<file path="src/rtl/rx_frame_controller_pkg.sv">
// Shared definitions for the serial frame receiver: FSM state encoding and
// bit-period counter geometry.
package rx_frame_controller_pkg;

  localparam int CNT_W      = 5;
  localparam int BIT_PERIOD = 32;

  typedef enum logic [1:0] {
    ST_IDLE  = 2'd0,
    ST_START = 2'd1,
    ST_DATA  = 2'd2,
    ST_STOP  = 2'd3
  } rx_state_e;

endpackage

</file>
<file path="src/rtl/rx_frame_controller_sync.sv">
// Two-flop synchronizer for the raw serial line; resets to the idle (high) level
// so a reset never looks like a start edge.
module rx_frame_controller_sync (
  input  logic clk,
  input  logic reset,
  input  logic rx_in,
  output logic rx_s
);

  logic r_meta;
  logic r_rx_s;

  always_ff @(posedge clk or negedge reset) begin
    if (!reset) begin
      r_meta <= 1'b1;
      r_rx_s <= 1'b1;
    end else begin
      r_meta <= rx_in;
      r_rx_s <= r_meta;
    end
  end

  assign rx_s = r_rx_s;

endmodule

</file>
<file path="src/rtl/rx_frame_controller.sv">
// Receive-frame sequencer: gates the external bit-period counter, samples the
// synchronized line at mid-bit and assembles an LSB-first data word.
module rx_frame_controller
  import rx_frame_controller_pkg::*;
#(
  parameter int DATA_BITS = 8,
  parameter int SAMPLE_PT = 15
) (
  input  logic                 clk,
  input  logic                 reset,
  input  logic                 rx_in,
  input  logic [4:0]           cnt_count,
  input  logic                 cnt_complete,
  output logic                 cnt_reset,
  output logic [DATA_BITS-1:0] data_out,
  output logic                 data_valid,
  output logic                 frame_err,
  output logic                 busy
);

  localparam int                 IDX_W      = (DATA_BITS > 1) ? $clog2(DATA_BITS) : 1;
  localparam logic [CNT_W-1:0]   SAMPLE_CNT = CNT_W'(SAMPLE_PT % BIT_PERIOD);
  localparam logic [IDX_W-1:0]   LAST_IDX   = IDX_W'(DATA_BITS - 1);

  rx_state_e            r_state;
  rx_state_e            w_state_nxt;
  logic                 w_rx_s;
  logic                 w_at_sample;
  logic                 w_shift_en;
  logic                 w_valid_set;
  logic                 w_err_set;
  logic                 w_idx_clr;
  logic                 w_idx_inc;
  logic                 r_armed;
  logic                 r_cnt_reset;
  logic                 r_data_valid;
  logic                 r_frame_err;
  logic [IDX_W-1:0]     r_bit_idx;
  logic [DATA_BITS-1:0] r_shift;
  logic [DATA_BITS-1:0] w_shift_nxt;
  logic [DATA_BITS-1:0] r_data_out;

  rx_frame_controller_sync u_sync (
    .clk   (clk),
    .reset (reset),
    .rx_in (rx_in),
    .rx_s  (w_rx_s)
  );

  assign w_at_sample = (cnt_count == SAMPLE_CNT);

  always_ff @(posedge clk or negedge reset) begin
    if (!reset) r_state <= ST_IDLE;
    else        r_state <= w_state_nxt;
  end

  always_comb begin
    w_state_nxt = r_state;
    w_shift_en  = 1'b0;
    w_valid_set = 1'b0;
    w_err_set   = 1'b0;
    w_idx_clr   = 1'b0;
    w_idx_inc   = 1'b0;
    case (r_state)
      ST_IDLE: begin
        if (r_armed && !w_rx_s) w_state_nxt = ST_START;
      end
      ST_START: begin
        // A start bit that is high again at mid-bit was a glitch.
        if (w_at_sample && w_rx_s) begin
          w_state_nxt = ST_IDLE;
        end else if (cnt_complete) begin
          w_state_nxt = ST_DATA;
          w_idx_clr   = 1'b1;
        end
      end
      ST_DATA: begin
        w_shift_en = w_at_sample;
        if (cnt_complete) begin
          if (r_bit_idx == LAST_IDX) w_state_nxt = ST_STOP;
          else                       w_idx_inc   = 1'b1;
        end
      end
      ST_STOP: begin
        if (w_at_sample) begin
          w_state_nxt = ST_IDLE;
          w_valid_set = w_rx_s;
          w_err_set   = !w_rx_s;
        end
      end
      default: w_state_nxt = ST_IDLE;
    endcase
  end

  // New bit enters at the MSB so the first received bit ends up in bit 0.
  always_comb begin
    w_shift_nxt                = r_shift >> 1;
    w_shift_nxt[DATA_BITS-1]   = w_rx_s;
  end

  always_ff @(posedge clk or negedge reset) begin
    if (!reset) begin
      r_armed      <= 1'b0;
      r_cnt_reset  <= 1'b0;
      r_bit_idx    <= '0;
      r_shift      <= '0;
      r_data_out   <= '0;
      r_data_valid <= 1'b0;
      r_frame_err  <= 1'b0;
    end else begin
      // Only a high line seen while idle may arm the next start detection.
      r_armed      <= (r_state == ST_IDLE) ? (r_armed | w_rx_s) : 1'b0;
      r_cnt_reset  <= (w_state_nxt != ST_IDLE);
      r_data_valid <= w_valid_set;
      r_frame_err  <= w_err_set;
      if (w_idx_clr)      r_bit_idx <= '0;
      else if (w_idx_inc) r_bit_idx <= r_bit_idx + 1'b1;
      if (w_shift_en)  r_shift    <= w_shift_nxt;
      if (w_valid_set) r_data_out <= r_shift;
    end
  end

  assign cnt_reset  = r_cnt_reset;
  assign data_out   = r_data_out;
  assign data_valid = r_data_valid;
  assign frame_err  = r_frame_err;
  assign busy       = (r_state != ST_IDLE);

endmodule

</file>
<file path="config.mk">
export PLATFORM = sky130hd
export DESIGN_NAME = rx_frame_controller
export DESIGN_NICKNAME = d
export VERILOG_FILES = /design/src/rtl/rx_frame_controller_pkg.sv /design/src/rtl/rx_frame_controller_sync.sv /design/src/rtl/rx_frame_controller.sv
export SDC_FILE = /design/constraint.sdc
export NUM_CORES = 1
export LEC_CHECK = 0
export CORE_MARGIN = 1.5
export CORE_UTILIZATION = 39
export DETAILED_ROUTE_END_ITERATION = 7
export PLACE_DENSITY_LB_ADDON = 0.08
export SLEW_MARGIN = 20
export SYNTH_ARGS = -nofsm -noshare
export SYNTH_HDL_FRONTEND = slang
export SYNTH_SLANG_ARGS = --single-unit
</file>
<file path="constraint.sdc">
create_clock -name clk -period 1.8 [get_ports clk]
set_clock_uncertainty 0.05 [all_clocks]
set_input_delay 0.18 -clock clk [delete_from_list [all_inputs] [get_ports clk]]
set_output_delay 0.18 -clock clk [all_outputs]
set_load 0.02 [all_outputs]
</file>
# Word level (Yosys, flattened, before mapping)

Cells that the tools add are included.

Add/subtract/negate cells: 1
$mul: 0
Div/mod/pow operators: 0
Order comparisons: 0
Equality and inequality tests: 5
Shifts and indexed selects: 0
Mux-type cells: 21
Bitwise gates (word level): 1
Reduce and logical (&&, ||, !) cells: 7

Operator list:

| cell                | count |
|---|---|
| $mux 1              | 12 |
| $mux 2              | 6 |
| $pmux 2 s4          | 1 |
| $mux 3              | 2 |
| $reduce_bool 2->1   | 3 |
| $eq 5x4->1 const B  | 1 |
| $eq 2x2->1 const B  | 2 |
| $add 3x1->3 const B | 1 |
| $eq 3x3->1 const B  | 1 |
| $eq 2x1->1 const B  | 1 |
| $logic_and 1x1->1   | 2 |
| $logic_not 2->1     | 1 |
| $logic_not 1->1     | 1 |
| $or 1x1->1          | 1 |

Flip-flop bits (word level): 27
Latch bits: 0
Memory bits (writable): 0
Memory bits (read-only): 0
Input port bits: 9
Logic and storage cells: 45
Memories kept: 0

# Longest topological paths before layout

Word-level depth: 6
Depth in mapped cells: 5
Gate-level depth less buffers: 5

# By module

A second synthesis with hierarchy kept.

Cells, all modules: 83
Area, all modules: 1128.6 µm²

Modules (own cells, without submodules):

| module                   | times used | cells an instance | area an instance (µm²) |
|---|---|---|---|
| rx_frame_controller      | 1          | 81                | 1076.0 |
| rx_frame_controller_sync | 1          | 2                 | 52.6 |

# Least setup slack after synthesis

Ideal clock, no wire load.

Path type: reg-to-reg
Start point: register r_bit_idx[0]
End point: register r_bit_idx[1]
Library setup time: 0.134 ns
Arrival time: 1.304 ns
Path slack: 0.312 ns
Cell stages (with the launch flop): 6
Path buffers: 0
Clock period less this slack: 1.488 ns
Path through: dfrtp_1 -> ha_1 -> ha_1 -> and4bb_2 -> mux2i_1 -> nor2_1

Longest elaborated chain between the ends: 5

RTL lines:

| what                        | line                       | RTL |
|---|---|---|
| start, declared             | rx_frame_controller.sv:38  | `logic [IDX_W-1:0] r_bit_idx;` |
| start signal, assigned      | rx_frame_controller.sv:117 | `else if (w_idx_inc) r_bit_idx <= r_bit_idx + 1'b1;` |
| $eq 3x3->1                  | rx_frame_controller.sv:80  | `if (r_bit_idx == LAST_IDX) w_state_nxt = ST_STOP;` |
| $mux 1                      | rx_frame_controller.sv:80  |  |
| $mux 1                      | rx_frame_controller.sv:79  | `if (cnt_complete) begin` |
| $mux 1                      | rx_frame_controller.sv:64  | `case (r_state)` |
| $reduce_bool 2->1 (no line) | n/a                        |  |

Several ways; a longest one is shown, not always the timed one. The select of a mux whose other input is x is not followed.
A chain may end at the register's enable or synchronous reset.

# Worst setup path in the final report

Ends and elaborated chain as after synthesis.

==> reports/results.tsv <==
stage	metric	value	unit
cts	TritonCTS Buffers	3	
place	Setup Slack @ Placement	0.008983	ns
worst_setup_path	Critical Path Fanout Max	3	
final_layout	multi-input logic area	430.4	um2
synth	fraction of registers with async set/reset	1.000	
sta	Final Hold Viols	0	
detailed_routing	routed wire length	1859	um
place	port bufs	20	
pwr	Psw	0.4389	mW
worst_setup_path	Worst Setup Start Kind	register	
synth	number of synthesis warnings	0	
synth	top post-synthesis cells by area	dfrtp_1, mux2_2, dfstp_2	
worst_setup_path	Worst Path Required	1.95	ns
synth	Synth top area share	0.5382	
detailed_routing	post-route antenna net violation count	0	
final_layout	Fill cells	249	
status	status	completed	
cts	Clock Tree Root	clkbuf_4	
sta	setup tns final	0	ns
synth	Mapped Cells	84	
pwr	Max VDD drop	0.5961	mV
detailed_routing	drt drc	0	
global_routing	grt total ovfl	0	
synth	count of cell types in the netlist	29	
global_routing	initial antenna violation count	0	
pwr	Pint	1.011	mW
sta	Worst Tran Pin Value	0.3745	ns
worst_setup_path	endpoint type of the worst setup path	register	
final_layout	Area Overhead vs Synth	21.96	%
sta	fmax	623.3	MHz
pwr	Sw Share	0.3026	
detailed_routing	routed via count	704	
cts	worst-skew pair later-pin latency	0.31	ns
cts	clk sink count	27	
cts	clock buffer depth	2	
detailed_routing	Routed WL per cell	13.47	um
cts	Hold-fix buffers, CTS	0	
die	initial cell density of the core	0.4179	
synth	Synth Cell Area	0.001162	mm2
pwr	Pwr Density	1023	mW/mm2
synth	register area share after synthesis	0.5834	
detailed_routing	Vias per Instance	5.101	
sta	Max Slew Vio Count	0	
place	dpl hpwl	1339	um
pwr	Reg power frac	0.527	
synth	syn_nets	95	
global_routing	largest net degree at the start of global routing	28	
final_layout	layout cells sized above 1	0.2710	
detailed_routing	DR iter-0 viols	14	
global_routing	global-route track usage on met3	0.03401	
cts	CTS tree	built	
sta	RSZ-0062 raised after global routing	false	
global_routing	met1 Usage GRT	0.1720	
global_routing	vias in the first global route	753	
hold_path	Worst Hold Class	in2async	
sta	post-route worst setup slack	0.1956	ns
die	# rows	19	
worst_setup_path	critical path data arrival time	1.75	ns
synth	Synth top cells by count	dfrtp_1, mux2_2, nor2_1	
die	io pins	21	
final_layout	FF/Latch Area	678.2	um2
die	chip width	57.60	um
synth	leading area contributor after synthesis	dfrtp_1	
job	maxcap violations	0	
cts	H-tree levels	1	
synth	most common cell in the netlist	dfrtp_1	
die	die area	0.003317	mm2
place	routability cong.	0.7543	
global_routing	GR peak layer	met2	
global_routing	first-pass GRT wire length	3387	um
sta	Slew HR	0.7486	
die	chip height	57.60	um
cts	Clk pin slew, worst setup/hold paths	0.13	ns
global_routing	Total GRT Usage	0.1329	
sta	Min Clock Period, post-route	1.604	ns
global_routing	GR met2 Demand/Resource	0.2094	
pwr	total power	1.450	mW
synth	Post-synth top flop	dfrtp_1	
pwr	Logic pwr share	0.302	
synth	number of synthesized flops with an enable pin	0	
die	core area	0.002781	mm2
final_layout	final-stage net count	119	
sta	Final Cycle Share	0.8913	
synth	Avg Inst Size Synth	13.84	um2
pwr	Pleak	0.6523	nW
worst_setup_path	worst setup path category	reg2reg	
sta	setup violators final	0	
pwr	clock power share	0.170	
final_layout	diodes inserted	0	
detailed_routing	First-pass DRT Iterations	4	
synth	FF+latch count, synth	27	
-- flip-flops by register name, summed over array words and instances (netlist names) --
register	count
r_bit_idx	3
u_sync.r_meta	1
r_shift	8
cnt_reset	1
r_state	2
r_armed	1
data_out	8
frame_err	1
u_sync.rx_s	1
data_valid	1
-- worst paths after layout --
kind	slack, ns	start	cells past startpoint	endpoint
worst max-delay path	0.20	r_bit_idx[0]$_DFFE_PN0P_	5	r_bit_idx[1]$_DFFE_PN0P_
worst max register to register	0.20	r_bit_idx[0]$_DFFE_PN0P_	5	r_bit_idx[1]$_DFFE_PN0P_
max in group asynchronous	1.24	reset	2	u_sync.rx_s$_DFF_PN1_
worst min-delay path	0.17	reset	2	data_out[7]$_DFFE_PN0P_
min in group clk	0.21	rx_in	1	u_sync.r_meta$_DFF_PN1_
worst min register to register	0.32	u_sync.r_meta$_DFF_PN1_	0	u_sync.rx_s$_DFF_PN1_
-- layer usage --
metal  up-vias  wire, um
met3         2        95
met1       346       882
li1        340         -
met2        16       863
met4         0        17
met5         -         0
-- power by group through the flow --
stage          combinational [mW]  sequential (mW)  clock (mW)
5_1_grt                     0.494            0.782       0.288
4_1_cts                     0.446            0.766       0.260
3_3_place_gp                0.430            0.773           0
2_1_floorplan               0.301            0.772           0
3_5_place_dp                0.444            0.778           0
6_report                    0.438            0.765       0.247
-- cells in the final DEF, fill, tap and decap left out, drive strengths merged, types with 2 or more instances in the layout --
master / synthesis / routed
a21oi: 2 / 2
buf: 4 / 4
clkbuf: 1 / 4
clkdlybuf4s50: 0 / 19
dfrtp: 25 / 25
dfstp: 2 / 2
ha: 2 / 2
inv: 3 / 3
mux2: 16 / 16
mux2i: 2 / 2
nand2: 3 / 3
nand4: 2 / 2
nor2: 7 / 7
nor3: 3 / 3
-- worst max-delay path, cell delays in order, from the launching register on --
cell	delay, ns
dfrtp_1	0.42
ha_1	0.20
ha_1	0.19
and4bb_2	0.36
mux2i_1	0.21
nor2_1	0.06
-- per-stage QoR --
step | util | hold WS [ns] | area [um2] | cells
after floorplan | - | -0.1656 | 1162 | 84
after global placement | 0.4993 | 0.2963 | 1389 | 134
after detailed placement | 0.4993 | 0.2975 | 1389 | 134
after CTS | 0.5088 | 0.1717 | 1415 | 138
after global routing | 0.5097 | 0.1873 | 1418 | 138
final | 0.5097 | 0.1693 | 1418 | 138
-- cell families after synthesis --
logic type	count (synthesis)	synth area share
fa+ha+maj	2	0.02153
xor+xnor	1	0.007536
buf+inv	8	0.04628
simple gates	21	0.1216
mux	18	0.1755
compound gates	7	0.04413
flops	27	0.5834
-- layout make-up --
type                            count  area share
Sequential cell                    27      0.4784
Clock buffer                        4     0.01853
Multi-Input combinational cell     49      0.3036
Inverter                            3    0.007944
Tap cell                           31     0.02736
Timing Repair Buffer               24      0.1642
-- repair_timing --
| action | 4_1_cts | 5_1_grt |
|---|---|---|
| setup endpoints to repair | 0 | 1 |
| buffers inserted | 0 | 0 |
| gates resized for setup | 0 | 1 |
(Power assumes the default switching activity.)
